[config.mk]
export PLATFORM = sky130hd
export DESIGN_NAME = argmax_classifier
export DESIGN_NICKNAME = d
export VERILOG_FILES = /design/src/rtl/argmax_classifier.sv
export SDC_FILE = /design/constraint.sdc
export NUM_CORES = 1
export LEC_CHECK = 0
export ABC_AREA = 1
export CAP_MARGIN = 20
export CORE_ASPECT_RATIO = 0.5
export CORE_UTILIZATION = 25
export CTS_BUF_LIST = sky130_fd_sc_hd__clkbuf_4
export CTS_CLUSTER_SIZE = 8
export DETAILED_ROUTE_END_ITERATION = 12
export SLEW_MARGIN = 40
export SYNTH_ARGS = -nofsm -noshare
export SYNTH_HDL_FRONTEND = slang
export SYNTH_SLANG_ARGS = --single-unit
[constraint.sdc]
create_clock -name clk -period 9 [get_ports clk]
set_input_delay 1.8 -clock clk [delete_from_list [all_inputs] [get_ports clk]]
set_output_delay 1.8 -clock clk [all_outputs]
set_load 0.01 [all_outputs]
[src/rtl/argmax_classifier.sv]
// Streaming argmax over NUM_CLASSES signed scores: reports the winning class,
// its score and the (never-overflowing) margin over the runner-up.
module argmax_classifier #(
    parameter int NUM_CLASSES = 10,
    parameter int DATA_W      = 16
) (
    input  logic              clk,
    input  logic              rst,
    input  logic              start,
    input  logic              in_valid,
    input  logic [DATA_W-1:0] in_data,
    output logic              in_ready,
    output logic [3:0]        predicted_class,
    output logic [DATA_W-1:0] max_score,
    output logic [DATA_W:0]   margin,
    output logic              done,
    output logic              busy
);

    typedef enum logic [1:0] {
        S_IDLE,
        S_COLLECT,
        S_DONE
    } state_t;

    localparam logic signed [DATA_W-1:0] MIN_SCORE = {1'b1, {(DATA_W-1){1'b0}}};
    localparam logic [3:0]               LAST_IDX  = 4'(NUM_CLASSES - 1);

    state_t state, state_nxt;

    logic [3:0]               cnt;
    logic signed [DATA_W-1:0] best, second;
    logic [3:0]               best_idx;

    logic signed [DATA_W-1:0] score;
    logic signed [DATA_W-1:0] nxt_best, nxt_second;
    logic [3:0]               nxt_idx;
    logic [DATA_W:0]          nxt_margin;
    logic                     accept, last_beat;

    assign score     = in_data;
    assign accept    = (state == S_COLLECT) && in_valid;
    assign last_beat = accept && (cnt == LAST_IDX);

    // ---------------- FSM: state register ----------------
    always_ff @(posedge clk) begin
        if (!rst) state <= S_IDLE;
        else      state <= state_nxt;
    end

    // ---------------- FSM: next state ----------------
    always_comb begin
        state_nxt = state;
        case (state)
            S_IDLE:    if (start)     state_nxt = S_COLLECT;
            S_COLLECT: if (last_beat) state_nxt = S_DONE;
            S_DONE:                   state_nxt = S_IDLE;
            default:                  state_nxt = S_IDLE;
        endcase
    end

    // ---------------- FSM: outputs ----------------
    always_comb begin
        in_ready = 1'b0;
        done     = 1'b0;
        busy     = 1'b0;
        case (state)
            S_COLLECT: begin in_ready = 1'b1; busy = 1'b1; end
            S_DONE:    begin done     = 1'b1; busy = 1'b1; end
            default:   ;
        endcase
    end

    // Candidate tracker update for the beat on in_data; strict compare keeps
    // the lowest index on ties while an equal score still lands in second.
    always_comb begin
        nxt_best   = best;
        nxt_second = second;
        nxt_idx    = best_idx;
        if (cnt == 4'd0) begin
            nxt_best   = score;
            nxt_second = MIN_SCORE;
            nxt_idx    = 4'd0;
        end else if (score > best) begin
            nxt_second = best;
            nxt_best   = score;
            nxt_idx    = cnt;
        end else if (score > second) begin
            nxt_second = score;
        end
    end

    // best >= second always, so the widened difference is non-negative.
    assign nxt_margin = {nxt_best[DATA_W-1], nxt_best} - {nxt_second[DATA_W-1], nxt_second};

    // ---------------- datapath ----------------
    always_ff @(posedge clk) begin
        if (!rst) begin
            cnt             <= '0;
            best            <= MIN_SCORE;
            second          <= MIN_SCORE;
            best_idx        <= '0;
            predicted_class <= '0;
            max_score       <= '0;
            margin          <= '0;
        end else if (state == S_IDLE && start) begin
            cnt      <= '0;
            best     <= MIN_SCORE;
            second   <= MIN_SCORE;
            best_idx <= '0;
        end else if (accept) begin
            cnt      <= cnt + 4'd1;
            best     <= nxt_best;
            second   <= nxt_second;
            best_idx <= nxt_idx;
            // Results are captured from the final beat so they are valid in DONE.
            if (last_beat) begin
                predicted_class <= nxt_idx;
                max_score       <= nxt_best;
                margin          <= nxt_margin;
            end
        end
    end

endmodule

==> impl_metrics.toml <==
[routing]
num_vias = 5480
drc = 0
drt_iter0_drc = 431
avgViaCountPerCell = 4.65
wire_per_inst_um = 13.5
routed_wl_um = 15900
drtPass1Iterations = 5
ant_nets = 0

[yosys]
yosys.cell_types.count = 39
syn_nets = 912
yosysWarnings = 0
seq_area_frac_synth = 0.280
synth_top_area_frac = 0.280
yosysTopAreaCell = "dfxtp_1"
synth_edf_count = 0
synthesis.area_um2 = 5640
yosysMostFrequentCell = "nand2_1"
synthCells = 836
ys_seq_elements = 79
synthArstFlopShare = 0
ys_top_cells_by_count = "198 x nand2_1, 129 x inv_1, 86 x nand3_1"
avgSynthCellArea_um2 = 6.75
synth_area_leaders = "dfxtp_1 28%, nand2_1 13%, ha_1 12%"
synth-main-ff-cell = "dfxtp_1"

[finish]
syn_to_final_growth_pct = 16.2
nFillCells = 2393
nNetsFinal = 949
drive_above_1_share = 0.0445

[outcome]
status = "complete, no violations"

[clock_tree]
clk_pin_slew_ns = 0.14
cts.sinks = 79
clockBufferDepth = 2
ctsResizeCount = 0
cts_made_buffers = 9
htreeDepth = 3
clock_latency_ns = 0.46
hold_buffers = 0
cts_tree = "built"
cts-root-buf = "clkbuf_4"
postCtsSetupBuffers = 0

[placement]
port_buffers = 59
dpl.hpwl_um = 11900
place_ws_ns = 2.19
place_congestion = 0.863

[critical_path]
criticalPathCategory = "in -> reg"
cp-end-kind = "flop"
worst-path-max-fanout = 22
startpoint_type = "input port"
critPathArrivalTime_ns = 6.44
worst_ep_required_time_ns = 9.35

[die]
die-area_um2 = 23200
die_x_um = 214
row_count = 38
core_um2 = 21900
initial_core_util = 0.258
pin_count = 60
die_y_um = 108

[grt]
grt_max_degree = 52
grt_pass1_wl_um = 25900
antenna_found_initial = 1
grt_use_total = 0.139
grt_pass1_vias = 5178
gr-total-overflow = 0

[power]
ir_drop_uv = 80.0
p_leak_nw = 3.05
power.density_nw_per_um2 = 167

[sta]
finalHoldViolations = 0
max-slew-margin-rel = 0.479
tns_ns = 0
slew_viol_final = 0
fin_ws_ns = 2.91
worst_pin_slew_ns = 0.780
rsz0062_at_grt = "no"
finalSetupViolCount = 0
max_freq_mhz = 164
fin_skew_ns = 0.0288
period_share = 0.676
min_period_ns = 6.09

[run]
timing.max_cap.violations = 0

[worst_hold_path]
hold_path.class = "reg -> reg"
[layout make-up]
cell class / instances / area [µm²] / area share
flip-flops and latches: 79 / 1580 / 0.241
clock inverters: 5 / 26.3 / 0.00401
well taps: 300 / 375 / 0.0573
multi-input cells: 589 / 3380 / 0.515
inverters: 130 / 488 / 0.0744
diodes: 1 / 2.50 / 0.000382
repair buffers: 64 / 628 / 0.0958
clock buffers: 10 / 75.1 / 0.0115
[registers in the layout (all words and copies together) (netlist names)]
signal / flops
margin: 17
best: 16
max_score: 16
second: 16
best_idx: 4
cnt: 4
predicted_class: 4
state: 2
[per-stage QoR]
stage	cell area, µm²	std cells	hold WS (ns)	power [mW]	utilization
final	6560	1178	0.498	1.10	0.300
after global routing	6560	1178	0.530	1.19	0.300
after CTS	6550	1177	0.500	1.10	0.299
after global placement	6450	1162	0.450	0.906	0.295
after detailed placement	6450	1162	0.468	0.914	0.295
after floorplan	5640	836	0.437	0.789	-
[report_power, final]
part	switching (mW)	internal, mW
sequential	0.0238	0.385
clock	0.129	0.0561
combinational	0.334	0.170
total	0.487	0.611
[per-layer routing]
metal | track usage | vias up | wire length [µm]
met5 | 0 | - | 0
met4 | 0.0541 | 0 | 502
met3 | 0.0284 | 34 | 582
met2 | 0.245 | 109 | 7460
met1 | 0.169 | 2516 | 7360
li1 | - | 2821 | -
[path summary, 6_finish.rpt]
kind,cells past startpoint,slack [ns],to,from
worst min register to register,2,0.50,second[15],second[15]
worst min-delay path,2,0.50,second[15],second[15]
worst max register to register,20,4.29,margin[10],best[11]
worst max-delay path,20,2.91,margin[10],in_data[11]
[cell families (layout without fill, tap and decap cells)]
kind of cell / count (synthesis) / in the layout / synth area share
AOI/OAI and AO/OA: 156 / 156 / 0.164
xor gates and xnor gates: 11 / 11 / 0.0171
adders and majority gates: 56 / 56 / 0.126
buffers and inverters: 168 / 209 / 0.123
DFF: 79 / 79 / 0.280
other: 0 / 1 / 0
and+or+nand+nor: 366 / 366 / 0.291
[placed cells by master, fill, tap and decap left out, drive strengths merged, types with 2 or more instances in the layout]
| master | n |
|---|---|
| dfxtp | 79 |
| a21o | 3 |
| a31oi | 3 |
| o21ai | 34 |
| nor2 | 30 |
| nand4 | 34 |
| clkdlybuf4s50 | 59 |
| ha | 55 |
| buf | 5 |
| nor3 | 5 |
| a21boi | 17 |
| clkinv | 4 |
| nand3 | 89 |
| o21a | 17 |
| xnor2 | 6 |
| o21bai | 8 |
| inv | 130 |
| xor2 | 5 |
| o221ai | 2 |
| a21oi | 70 |
| nand2 | 205 |
| clkbuf | 10 |
[critical path: stages]
cell and delay [ns]:
clkdlybuf4s50_1 0.48, ha_1 0.35, nand4_1 0.16, nor3_2 0.20, nand3_2 0.43, nand2_2 0.58
nand2_4 0.26, nand2_1 0.19, and2_1 0.15, ha_1 0.14, inv_1 0.06, fa_1 0.40
nand3_1 0.11, nand2_1 0.14, a21boi_0 0.34, o21ai_0 0.19, a21oi_1 0.19, xnor2_1 0.08
o21bai_1 0.12, inv_1 0.05
Power figures use the tool's default switching activity.
